**src/rtl/uart_boot_loader_pkg.sv**
```systemverilog
// Shared constants and loader state encoding for the UART boot loader.
package uart_boot_loader_pkg;

    localparam logic [7:0]  SYNC_BYTE            = 8'hA5;
    localparam int unsigned DEFAULT_CLKS_PER_BIT = 104;

    typedef enum logic [2:0] {
        StSync,
        StLenLo,
        StLenHi,
        StData,
        StCsum,
        StDone
    } loader_state_e;

endpackage

```
**src/rtl/uart_boot_loader_rx.sv**
```systemverilog
// 8N1 UART receiver: 2-FF synchronizer, mid-bit sampling timer and stop-bit check.
module uart_rx_8n1
    import uart_boot_loader_pkg::*;
#(
    parameter int unsigned CLKS_PER_BIT = DEFAULT_CLKS_PER_BIT
) (
    input  logic       clk,
    input  logic       rst,
    input  logic       uart_rxd,
    output logic [7:0] rx_byte,
    output logic       rx_valid,
    output logic       rx_ferr
);

    localparam int unsigned CntW = (CLKS_PER_BIT > 2) ? $clog2(CLKS_PER_BIT) : 1;
    localparam logic [CntW-1:0] CntHalf = CntW'(CLKS_PER_BIT / 2 - 1);
    localparam logic [CntW-1:0] CntFull = CntW'(CLKS_PER_BIT - 1);

    typedef enum logic [1:0] {
        RxIdle,
        RxStart,
        RxData,
        RxStop
    } rx_state_e;

    rx_state_e       state_q, state_d;
    logic [1:0]      sync_q, sync_d;
    logic            prev_q, prev_d;
    logic [CntW-1:0] cnt_q, cnt_d;
    logic [2:0]      bit_q, bit_d;
    logic [7:0]      shift_q, shift_d;
    logic            valid_q, valid_d;
    logic            ferr_q, ferr_d;
    logic            rxs;

    assign rxs = sync_q[1];

    always_comb begin
        state_d = state_q;
        sync_d  = {sync_q[0], uart_rxd};
        prev_d  = rxs;
        cnt_d   = cnt_q + 1'b1;
        bit_d   = bit_q;
        shift_d = shift_q;
        valid_d = 1'b0;
        ferr_d  = 1'b0;
        unique case (state_q)
            RxIdle: begin
                cnt_d = '0;
                // Edge (not level) start so a stuck-low line after a framing error is not re-read.
                if (prev_q && !rxs) begin
                    state_d = RxStart;
                end
            end
            RxStart: begin
                if (cnt_q == CntHalf) begin
                    cnt_d   = '0;
                    bit_d   = '0;
                    state_d = rxs ? RxIdle : RxData;
                end
            end
            RxData: begin
                if (cnt_q == CntFull) begin
                    cnt_d   = '0;
                    shift_d = {rxs, shift_q[7:1]};
                    bit_d   = bit_q + 1'b1;
                    if (bit_q == 3'd7) begin
                        state_d = RxStop;
                    end
                end
            end
            RxStop: begin
                if (cnt_q == CntFull) begin
                    cnt_d   = '0;
                    state_d = RxIdle;
                    valid_d = rxs;
                    ferr_d  = !rxs;
                end
            end
            default: state_d = RxIdle;
        endcase
    end

    always_ff @(posedge clk) begin
        if (rst) begin
            state_q <= RxIdle;
            sync_q  <= 2'b11;
            prev_q  <= 1'b1;
            cnt_q   <= '0;
            bit_q   <= '0;
            shift_q <= '0;
            valid_q <= 1'b0;
            ferr_q  <= 1'b0;
        end else begin
            state_q <= state_d;
            sync_q  <= sync_d;
            prev_q  <= prev_d;
            cnt_q   <= cnt_d;
            bit_q   <= bit_d;
            shift_q <= shift_d;
            valid_q <= valid_d;
            ferr_q  <= ferr_d;
        end
    end

    assign rx_byte  = shift_q;
    assign rx_valid = valid_q;
    assign rx_ferr  = ferr_q;

endmodule

```
**src/rtl/uart_boot_loader.sv**
```systemverilog
// Boot loader: receives a length-prefixed, checksummed image over UART into instruction RAM,
// holding the core in reset until the image verifies.
module uart_boot_loader
    import uart_boot_loader_pkg::*;
#(
    parameter int unsigned CLKS_PER_BIT = DEFAULT_CLKS_PER_BIT,
    parameter logic [31:0] BASE_ADDR    = 32'h0000_0000,
    parameter int unsigned MAX_WORDS    = 256
) (
    input  logic        clk,
    input  logic        rst,
    input  logic        uart_rxd,
    output logic        imem_we,
    output logic [31:0] imem_addr,
    output logic [31:0] imem_wdata,
    output logic        core_rst,
    output logic        load_done,
    output logic        load_error
);

    localparam int unsigned IdxW = $clog2(MAX_WORDS + 1);

    logic [7:0] rx_byte;
    logic       rx_valid;
    logic       rx_ferr;

    uart_rx_8n1 #(
        .CLKS_PER_BIT(CLKS_PER_BIT)
    ) u_rx (
        .clk     (clk),
        .rst     (rst),
        .uart_rxd(uart_rxd),
        .rx_byte (rx_byte),
        .rx_valid(rx_valid),
        .rx_ferr (rx_ferr)
    );

    loader_state_e   state_q, state_d;
    logic [15:0]     len_q, len_d;
    logic [7:0]      csum_q, csum_d;
    logic [IdxW-1:0] idx_q, idx_d;
    logic [1:0]      bcnt_q, bcnt_d;
    logic [23:0]     word_q, word_d;
    logic            we_q, we_d;
    logic [31:0]     addr_q, addr_d;
    logic [31:0]     wdata_q, wdata_d;
    logic            crst_q, crst_d;
    logic            done_q, done_d;
    logic            err_q, err_d;
    logic [15:0]     len_full;

    assign len_full = {rx_byte, len_q[7:0]};

    always_comb begin
        state_d = state_q;
        len_d   = len_q;
        csum_d  = csum_q;
        idx_d   = idx_q;
        bcnt_d  = bcnt_q;
        word_d  = word_q;
        we_d    = 1'b0;
        addr_d  = addr_q;
        wdata_d = wdata_q;
        crst_d  = crst_q;
        done_d  = done_q;
        err_d   = err_q;
        unique case (state_q)
            StSync: begin
                if (rx_valid && rx_byte == SYNC_BYTE) begin
                    err_d   = 1'b0;
                    csum_d  = '0;
                    idx_d   = '0;
                    bcnt_d  = '0;
                    state_d = StLenLo;
                end
            end
            StLenLo: begin
                if (rx_valid) begin
                    len_d[7:0] = rx_byte;
                    state_d    = StLenHi;
                end
            end
            StLenHi: begin
                if (rx_valid) begin
                    len_d = len_full;
                    if (32'(len_full) > MAX_WORDS) begin
                        err_d   = 1'b1;
                        state_d = StSync;
                    end else if (len_full == 16'd0) begin
                        state_d = StCsum;
                    end else begin
                        state_d = StData;
                    end
                end
            end
            StData: begin
                if (rx_valid) begin
                    csum_d = csum_q ^ rx_byte;
                    bcnt_d = bcnt_q + 1'b1;
                    if (bcnt_q == 2'd3) begin
                        we_d    = 1'b1;
                        wdata_d = {rx_byte, word_q};
                        addr_d  = BASE_ADDR + (32'(idx_q) << 2);
                        idx_d   = idx_q + 1'b1;
                        if (32'(idx_q) + 32'd1 == 32'(len_q)) begin
                            state_d = StCsum;
                        end
                    end else begin
                        word_d[8*bcnt_q +: 8] = rx_byte;
                    end
                end
            end
            StCsum: begin
                if (rx_valid) begin
                    if (rx_byte == csum_q) begin
                        done_d  = 1'b1;
                        crst_d  = 1'b0;
                        state_d = StDone;
                    end else begin
                        err_d   = 1'b1;
                        state_d = StSync;
                    end
                end
            end
            StDone: ;
            default: state_d = StSync;
        endcase
        // Framing error aborts any frame in progress; written words stay in RAM.
        if (rx_ferr && state_q != StSync && state_q != StDone) begin
            err_d   = 1'b1;
            state_d = StSync;
        end
    end

    always_ff @(posedge clk) begin
        if (rst) begin
            state_q <= StSync;
            len_q   <= '0;
            csum_q  <= '0;
            idx_q   <= '0;
            bcnt_q  <= '0;
            word_q  <= '0;
            we_q    <= 1'b0;
            addr_q  <= BASE_ADDR;
            wdata_q <= '0;
            crst_q  <= 1'b1;
            done_q  <= 1'b0;
            err_q   <= 1'b0;
        end else begin
            state_q <= state_d;
            len_q   <= len_d;
            csum_q  <= csum_d;
            idx_q   <= idx_d;
            bcnt_q  <= bcnt_d;
            word_q  <= word_d;
            we_q    <= we_d;
            addr_q  <= addr_d;
            wdata_q <= wdata_d;
            crst_q  <= crst_d;
            done_q  <= done_d;
            err_q   <= err_d;
        end
    end

    assign imem_we    = we_q;
    assign imem_addr  = addr_q;
    assign imem_wdata = wdata_q;
    assign core_rst   = crst_q;
    assign load_done  = done_q;
    assign load_error = err_q;

endmodule

```
**config.mk**
```make
export PLATFORM = sky130hd
export DESIGN_NAME = uart_boot_loader
export DESIGN_NICKNAME = d
export VERILOG_FILES = /design/src/rtl/uart_boot_loader_pkg.sv /design/src/rtl/uart_boot_loader_rx.sv /design/src/rtl/uart_boot_loader.sv
export SDC_FILE = /design/constraint.sdc
export NUM_CORES = 1
export LEC_CHECK = 0
export ABC_AREA = 1
export BUFFER_PORTS_ARGS = -buffer_cell sky130_fd_sc_hd__buf_2
export CORE_MARGIN = 4
export CORE_UTILIZATION = 62
export DETAILED_ROUTE_END_ITERATION = 8
export GPL_TIMING_DRIVEN = 1
export PLACE_DENSITY = 0.84
export SYNTH_ARGS = -nofsm -noshare
export SYNTH_HDL_FRONTEND = slang
export SYNTH_SLANG_ARGS = --single-unit
```
**constraint.sdc**
```tcl
create_clock -name clk -period 5.3 [get_ports clk]
set_clock_uncertainty 0.05 [all_clocks]
set_input_delay 0.53 -clock clk [delete_from_list [all_inputs] [get_ports clk]]
set_output_delay 0.53 -clock clk [all_outputs]
set_load 0.01 [all_outputs]
```
==> results of run 1 <==
## power groups by stage
stage               registers (mW)  clock network (mW)  logic (mW)
floorplan                     1.02                   0      0.0616
finish                        1.00                1.12      0.0627
detailed placement            1.02                   0      0.0608
global placement              1.02                   0      0.0581
global route                  1.00                1.18      0.0717
CTS                           1.00                1.13      0.0613
## worst max-delay path, stage by stage (launching register included)
cell and delay, ns:
dfxtp_1 0.39, inv_2 0.07, nor3_4 0.58, nand2_2 0.16, nand2_1 0.12, nand2_2 0.19, nor2_2 0.28, inv_2 0.17
a21oi_1 0.18, nor2_1 0.08
## final cells by class
type | count | area [um2]
flip-flops and latches | 132 | 2640
multi-input cells | 506 | 2610
fillers | 717 | 2600
inverters | 121 | 454
clock buffers | 18 | 418
repair buffers | 49 | 250
well taps | 129 | 161
clock inverters | 14 | 153
## synthesized netlist by cell type (7+ instances only)
cell type / n
dfxtp_1: 132
inv_1: 118
a21oi_1: 103
nand2_1: 103
o21ai_0: 74
nor2_1: 51
nand3_1: 45
clkbuf_1: 30
buf_4: 23
a211oi_1: 21
a31oi_1: 16
ha_1: 13
nor3_1: 10
or3_1: 8
xor2_1: 8
nand4_1: 7
## sequential cells by signal, summed over array words and instances (netlist names), 2 cells and up, named ones only
register	count
imem_addr	9
state_q	3
u_rx.rx_byte	8
word_q	24
u_rx.cnt_q	7
idx_q	9
u_rx.bit_q	3
imem_wdata	32
u_rx.sync_q	2
len_q	16
bcnt_q	2
csum_q	8
## layer usage
layer | vias to the layer above | part of all wire, % | global-route usage (%)
met5 | - | 0 | 0
met3 | 43 | 8.0 | 7.10
met1 | 2453 | 41 | 31.5
li1 | 2642 | - | -
met2 | 258 | 49 | 44.5
met4 | 0 | 2.7 | 8.88
## through the flow
| step | power (mW) | setup WS [ns] | util [%] | std cells | area [um2] |
|---|---|---|---|---|---|
| floorplan | 1.08 | 3.58 | - | 820 | 6040 |
| global placement | 1.08 | 3.10 | 65.9 | 937 | 6120 |
| detailed placement | 1.08 | 2.97 | 65.9 | 937 | 6120 |
| CTS | 2.19 | 2.91 | 72.0 | 969 | 6690 |
| global route | 2.26 | 2.70 | 72.0 | 969 | 6690 |
| finish | 2.18 | 2.86 | 72.0 | 969 | 6690 |
## logic make-up after synthesis
group	count (synthesis)
compound gates	220
xor+xnor	11
fa+ha+maj	13
buf+inv	182
flops	132
other cells	1
simple gates	239
## path summary, 6_finish.rpt
path                                   from                         to  cells after the start
setup reg to reg    state_q[0]$_SDFFE_PP0P_      idx_q[0]$_SDFFE_PP0P_                      9
setup / recovery    state_q[0]$_SDFFE_PP0P_      idx_q[0]$_SDFFE_PP0P_                      9
hold reg to reg   u_rx.sync_q[0]$_SDFF_PP1_  u_rx.sync_q[1]$_SDFF_PP1_                      1
hold / removal                     uart_rxd  u_rx.sync_q[0]$_SDFF_PP1_                      2
==> metrics, run 1 <==
run status=completed; CTS max path bufs=2; most common cell after layout, fill and taps aside=dfxtp_1; largest fanout on the critical path=16; clock tree from TritonCTS=yes; vias in the first global route=a little over 5,000; number of inserted diodes=0; Root Buffer=clkbuf_8; final hold vios=0; detailed-route via count=5,396; first-pass GRT wire length=23.9 mm; sequential element share of the synthesized area=between 40% and 50%; commonest cells after routing, fill and taps aside=dfxtp_1, inv_1, nand2_1, a21oi_1, o21ai_0; fraction of the mapped netlist area in simple logic gates=between 10% and 20%; multiplexer area fraction after synthesis=0%; Max rail drop VDD=between 0.2 and 0.3 mV; number of setup violations in the final report=0; die boundary height=between 100 and 150 um; share of flip-flops with an asynchronous set or reset after synthesis=0%; startpoint type of the worst setup path=register; setup repair after global routing missed its margin=no; gr usage total=roughly a quarter; Total Die Area=~0.011 mm2; Worst Tran Pin Value=between 0.9 and 1 ns; die width=106 um; top-level port count=between 70 and 80; initial cell density of the core=between 60 and 70%; number of antenna-violating nets in the routed design=0; sum of negative setup slack=0 ns; class of the tightest hold or removal check=primary input to register; top_reg_cell synth=dfxtp_1; Synth Register Bits=about 130; post-synthesis average cell area=7.46 um2; number of hold buffers added after CTS=0; buffers inserted during post-CTS setup optimization=0; maximum achievable frequency=between 400 and 500 MHz; initial drt markers=408; share of power burned in registers=45.8%; switching power=496 uW; share of the synthesized area in compound gates (AO/OA/AOI/OAI)=approximately a fifth; DR WL/cell=between 10 and 15 um; PortBufs=47; leading cell types by total area after synthesis=dfxtp_1, a21oi_1, inv_1, nand2_1, o21ai_0; yosys warns=0; reported max-cap violation count=0; setup slack of the worst register-to-register path=2.86 ns; final slew viol count=0; CP Data Arrival Time=approximately 2.7 ns; worst setup path class=register to register; relative contribution of combinational cells to total power=under 10%; Cell variety after synth=35; switching share of power=22.7%; Cell Area, Synth=0.00595 mm2; largest net degree at the start of global routing=84; final HPWL from detailed placement=a little over 9 mm; nets@finish=843; number of antenna violations at the first check in global routing=0; final global-route overflow total=0; insertion delay to the later sink of the worst-skew pair=roughly 0.5 ns; internal power component=1.69 mW; area share of the largest cell type after synthesis=44.4%; clock network fraction of total power=between 50% and 60%; fraction of the mapped netlist area in adder cells=between 2 and 3%; number of standard cells after synthesis=~800; Site Rows=35; dominant combinational cell family by area after synthesis=compound AO/OA/AOI/OAI gates; shortest period the worst path allows=between 2 and 2.5 ns; proportion of layout cells with a drive suffix above 1=a little under an eighth; period utilization=46.1%; wire length reported by the detailed router=~14 mm; Power Dens Cells=roughly 330 mW/mm2; DRC errors left=0; register clock-pin slew on the reported worst setup and hold paths=roughly 0.06 ns; count of flip-flops with a built-in enable after synthesis=0; Slew headroom=between 30% and 40%; clock buffers created by TritonCTS=17; cell type with the largest total area after synthesis=dfxtp_1; worst hold-check slack=approximately 0.16 ns; synthesis-to-finish area growth=12.3%; Worst Path Required=roughly 5.6 ns; endpoint type of the worst setup path=register; CTS sink cnt=between 100 and 150; Placeable Area=between 0.009 and 0.01 mm2; leak pwr=roughly 2.8 nW; H-tree depth=4; first-pass iteration count of the detailed router=6; total of cells resized after clock tree synthesis=0; via density per instance=5.57; routability-driven placement congestion ratio=roughly 0.95; xor and xnor area share after synthesis=1.62%
Note: power is estimated with default switching activity, not from simulation.
==> run 2, diff against run 1 <==
Settings changed: CORE_UTILIZATION 62 to 52, PLACE_DENSITY 0.84 to 0.75.
Clock period 5.3 ns to 2 ns, I/O delays scaled along.
==> run 2 against run 1 <==
Compared with the run above:
- register-to-register slack worse by 2.8 ns
- critical path depth is 1 lower
- via count is 2.4% lower
- sequential share of layout area is 1.8 points lower
- sequential power grew to 2.7 times the previous value
- worst setup slack worse by 2.8 ns
- sequential cell count stayed put
- critical path type unchanged
==> metrics, run 2 (synthesized netlist as in run 1, its figures left out) <==
nets@finish=871 (was 843); insertion delay to the later sink of the worst-skew pair=0.43 ns (was 0.51 ns); leak pwr=2.91 nW (was 2.75 nW); proportion of layout cells with a drive suffix above 1=15.8% (was 11.3%); buffers inserted during post-CTS setup optimization=0 (unchanged); GR Util met1=27.6% (was 31.5%); gr usage total=22.3% (was 26.0%); relative contribution of combinational cells to total power=3.0% (was 2.9%); clock network fraction of total power=52.2% (was 51.3%); CTS max path bufs=2 (unchanged); number of antenna-violating nets in the routed design=0 (unchanged); initial drt markers=351 (was 408); period utilization=98.5% (was 46.1%); max reg flops=32 (unchanged); CP Data Arrival Time=2.29 ns (was 2.74 ns); initial cell density of the core=54.0% (was 64.1%); number of setup violations in the final report=0 (unchanged); number of antenna violations at the first check in global routing=0 (unchanged); startpoint type of the worst setup path=register (unchanged); multi-input logic area=0.00265 mm2 (was 0.00261 mm2); H-tree depth=4 (unchanged); worst setup path class=register to register (unchanged); sum of negative setup slack=0 ns (unchanged); PortBufs=47 (unchanged); category of cells accounting for the largest share of critical-path delay=simple AND/OR/NAND/NOR gates (unchanged); switching power=1.30 mW (was 496 uW); number of inserted diodes=0 (unchanged); clock buffers created by TritonCTS=17 (unchanged); DRC errors left=0 (unchanged); Max rail drop VDD=0.775 mV (was 0.257 mV); final HPWL from detailed placement=9.63 mm (was 9.22 mm); first-pass iteration count of the detailed router=5 (was 6); vias in the first global route=4,982 (was 5,145); clock tree from TritonCTS=yes (unchanged); commonest cells after routing, fill and taps aside=dfxtp_1, inv_1, a21oi_1, nand2_1, o21ai_0 (was dfxtp_1, inv_1, nand2_1, a21oi_1, o21ai_0); FF+latch area=0.00265 mm2 (was 0.00264 mm2); largest fanout on the critical path=7 (was 16); final slew viol count=0 (unchanged); DR WL/cell=13.9 um (was 14.6 um); wire length reported by the detailed router=14.0 mm (was 14.1 mm); crit-path max cell delay=0.44 ns (was 0.58 ns); Worst Path Required=2.32 ns (was 5.60 ns); via density per instance=5.23 (was 5.57); routability-driven placement congestion ratio=0.930 (was 0.955); switching share of power=21.9% (was 22.7%); Root Buffer=clkbuf_16 (was clkbuf_8); cell type of the slowest stage on the worst timing path=nor4_1 (was nor3_4); end-of-flow core utilization=63.6% (was 72.0%); layer with the highest usage after global routing=met2 (unchanged); final global-route overflow total=0 (unchanged); maximum achievable frequency=508 MHz (was 409 MHz); reported max-cap violation count=0 (unchanged); final-layout fill cell count=946 (was 717); shortest period the worst path allows=1.97 ns (was 2.44 ns); worst hold-check slack=0.126 ns (was 0.155 ns); Slew headroom=65.2% (was 36.3%); dominant cell type by count on the critical path=nand2_1; Total Die Area=0.0132 mm2 (was 0.0112 mm2); register clock-pin slew on the reported worst setup and hold paths=0.05 ns (was 0.06 ns); most common cell after layout, fill and taps aside=dfxtp_1 (unchanged); Site Rows=38 (was 35); top-level port count=71 (unchanged); first-pass GRT wire length=23.3 mm (was 23.9 mm); global-route track usage on met3=5.74% (was 7.10%); run status=completed (unchanged); CTS sink cnt=132 (unchanged); largest net degree at the start of global routing=84 (unchanged); met2 usage in global routing=35.8% (was 44.5%); class of the tightest hold or removal check=primary input to register (unchanged); critical path cell sequence=nor2_1, nand2_1, nor4_1, nand3_1, a21oi_1, nand3b_1, nand2_1, inv_1 (was inv_2, nor3_4, nand2_2, nand2_1, nand2_2, nor2_2, inv_2, a21oi_1, nor2_1); endpoint type of the worst setup path=register (unchanged); share of power burned in registers=44.8% (was 45.8%); Placeable Area=0.0110 mm2 (was 0.00928 mm2); Overall Power=5.92 mW (was 2.18 mW); final hold vios=0 (unchanged); die width=115 um (was 106 um); synthesis-to-finish area growth=17.9% (was 12.3%); combined buffer and inverter count along the critical path=1 (was 2); die boundary height=115 um (was 106 um); Worst Tran Pin Value=0.523 ns (was 0.955 ns); detailed-route via count=5,269 (was 5,396); Power Dens Cells=844 mW/mm2 (was 326 mW/mm2); internal power component=4.62 mW (was 1.69 mW)
==> run 2: what timing repair did <==
item                                    4_1_cts  5_1_grt
endpoints found under the setup margin        1       16
gates resized for setup                       1       16
pin swaps                                     0        3
endpoints found under the hold margin         1        0
hold buffers                                  1        0
==> run 2: final cells by class <==
class / count / share of cell area [%]
multi-input cells: 506 / 37.8
inverters: 121 / 6.52
repair buffers: 77 / 6.95
well taps: 140 / 2.50
clock buffers: 20 / 6.65
clock inverters: 12 / 1.84
flip-flops and latches: 132 / 37.7
==> run 2: tightest hold or removal path: cells and delay by family <==
kind                   cells  cell delay (ns)
AND/OR/NAND/NOR            1             0.12
buffers and inverters      2             0.23
==> run 2: power by group through the flow <==
| stage | sequential (mW) | combinational [mW] | clock (mW) |
|---|---|---|---|
| floorplan | 2.71 | 0.163 | 0 |
| global placement | 2.71 | 0.157 | 0 |
| detailed placement | 2.71 | 0.164 | 0 |
| CTS | 2.65 | 0.169 | 3.15 |
| global route | 2.65 | 0.204 | 3.25 |
| finish | 2.65 | 0.180 | 3.09 |
==> run 2: stage by stage <==
stage / setup slack, ns / instance area (um2) / instances
final: 0.0306 / 7020 / 1008
after global routing: -0.00759 / 7020 / 1008
after CTS: 0.0629 / 6970 / 1008
after detailed placement: 0.0324 / 6360 / 975
after global placement: 0.109 / 6360 / 975
after floorplan: 0.285 / 6040 / 820
==> run 2: worst paths after layout <==
kind / start / endpoint / slack, ns / depth (start not counted)
hold reg to reg: u_rx.sync_q[0]$_SDFF_PP1_ / u_rx.sync_q[1]$_SDFF_PP1_ / 0.36 / 1
hold / removal: rst / core_rst$_SDFFE_PP1P_ / 0.13 / 3
setup / recovery: state_q[2]$_SDFFE_PP0P_ / state_q[1]$_SDFFE_PP0P_ / 0.03 / 8
setup reg to reg: state_q[2]$_SDFFE_PP0P_ / state_q[1]$_SDFFE_PP0P_ / 0.03 / 8
==> run 2: metal layers <==
layer,vias to the layer above,routed length [um]
li1,2694,-
met1,2372,6190
met2,171,6690
met3,32,740
met4,0,420
met5,-,0
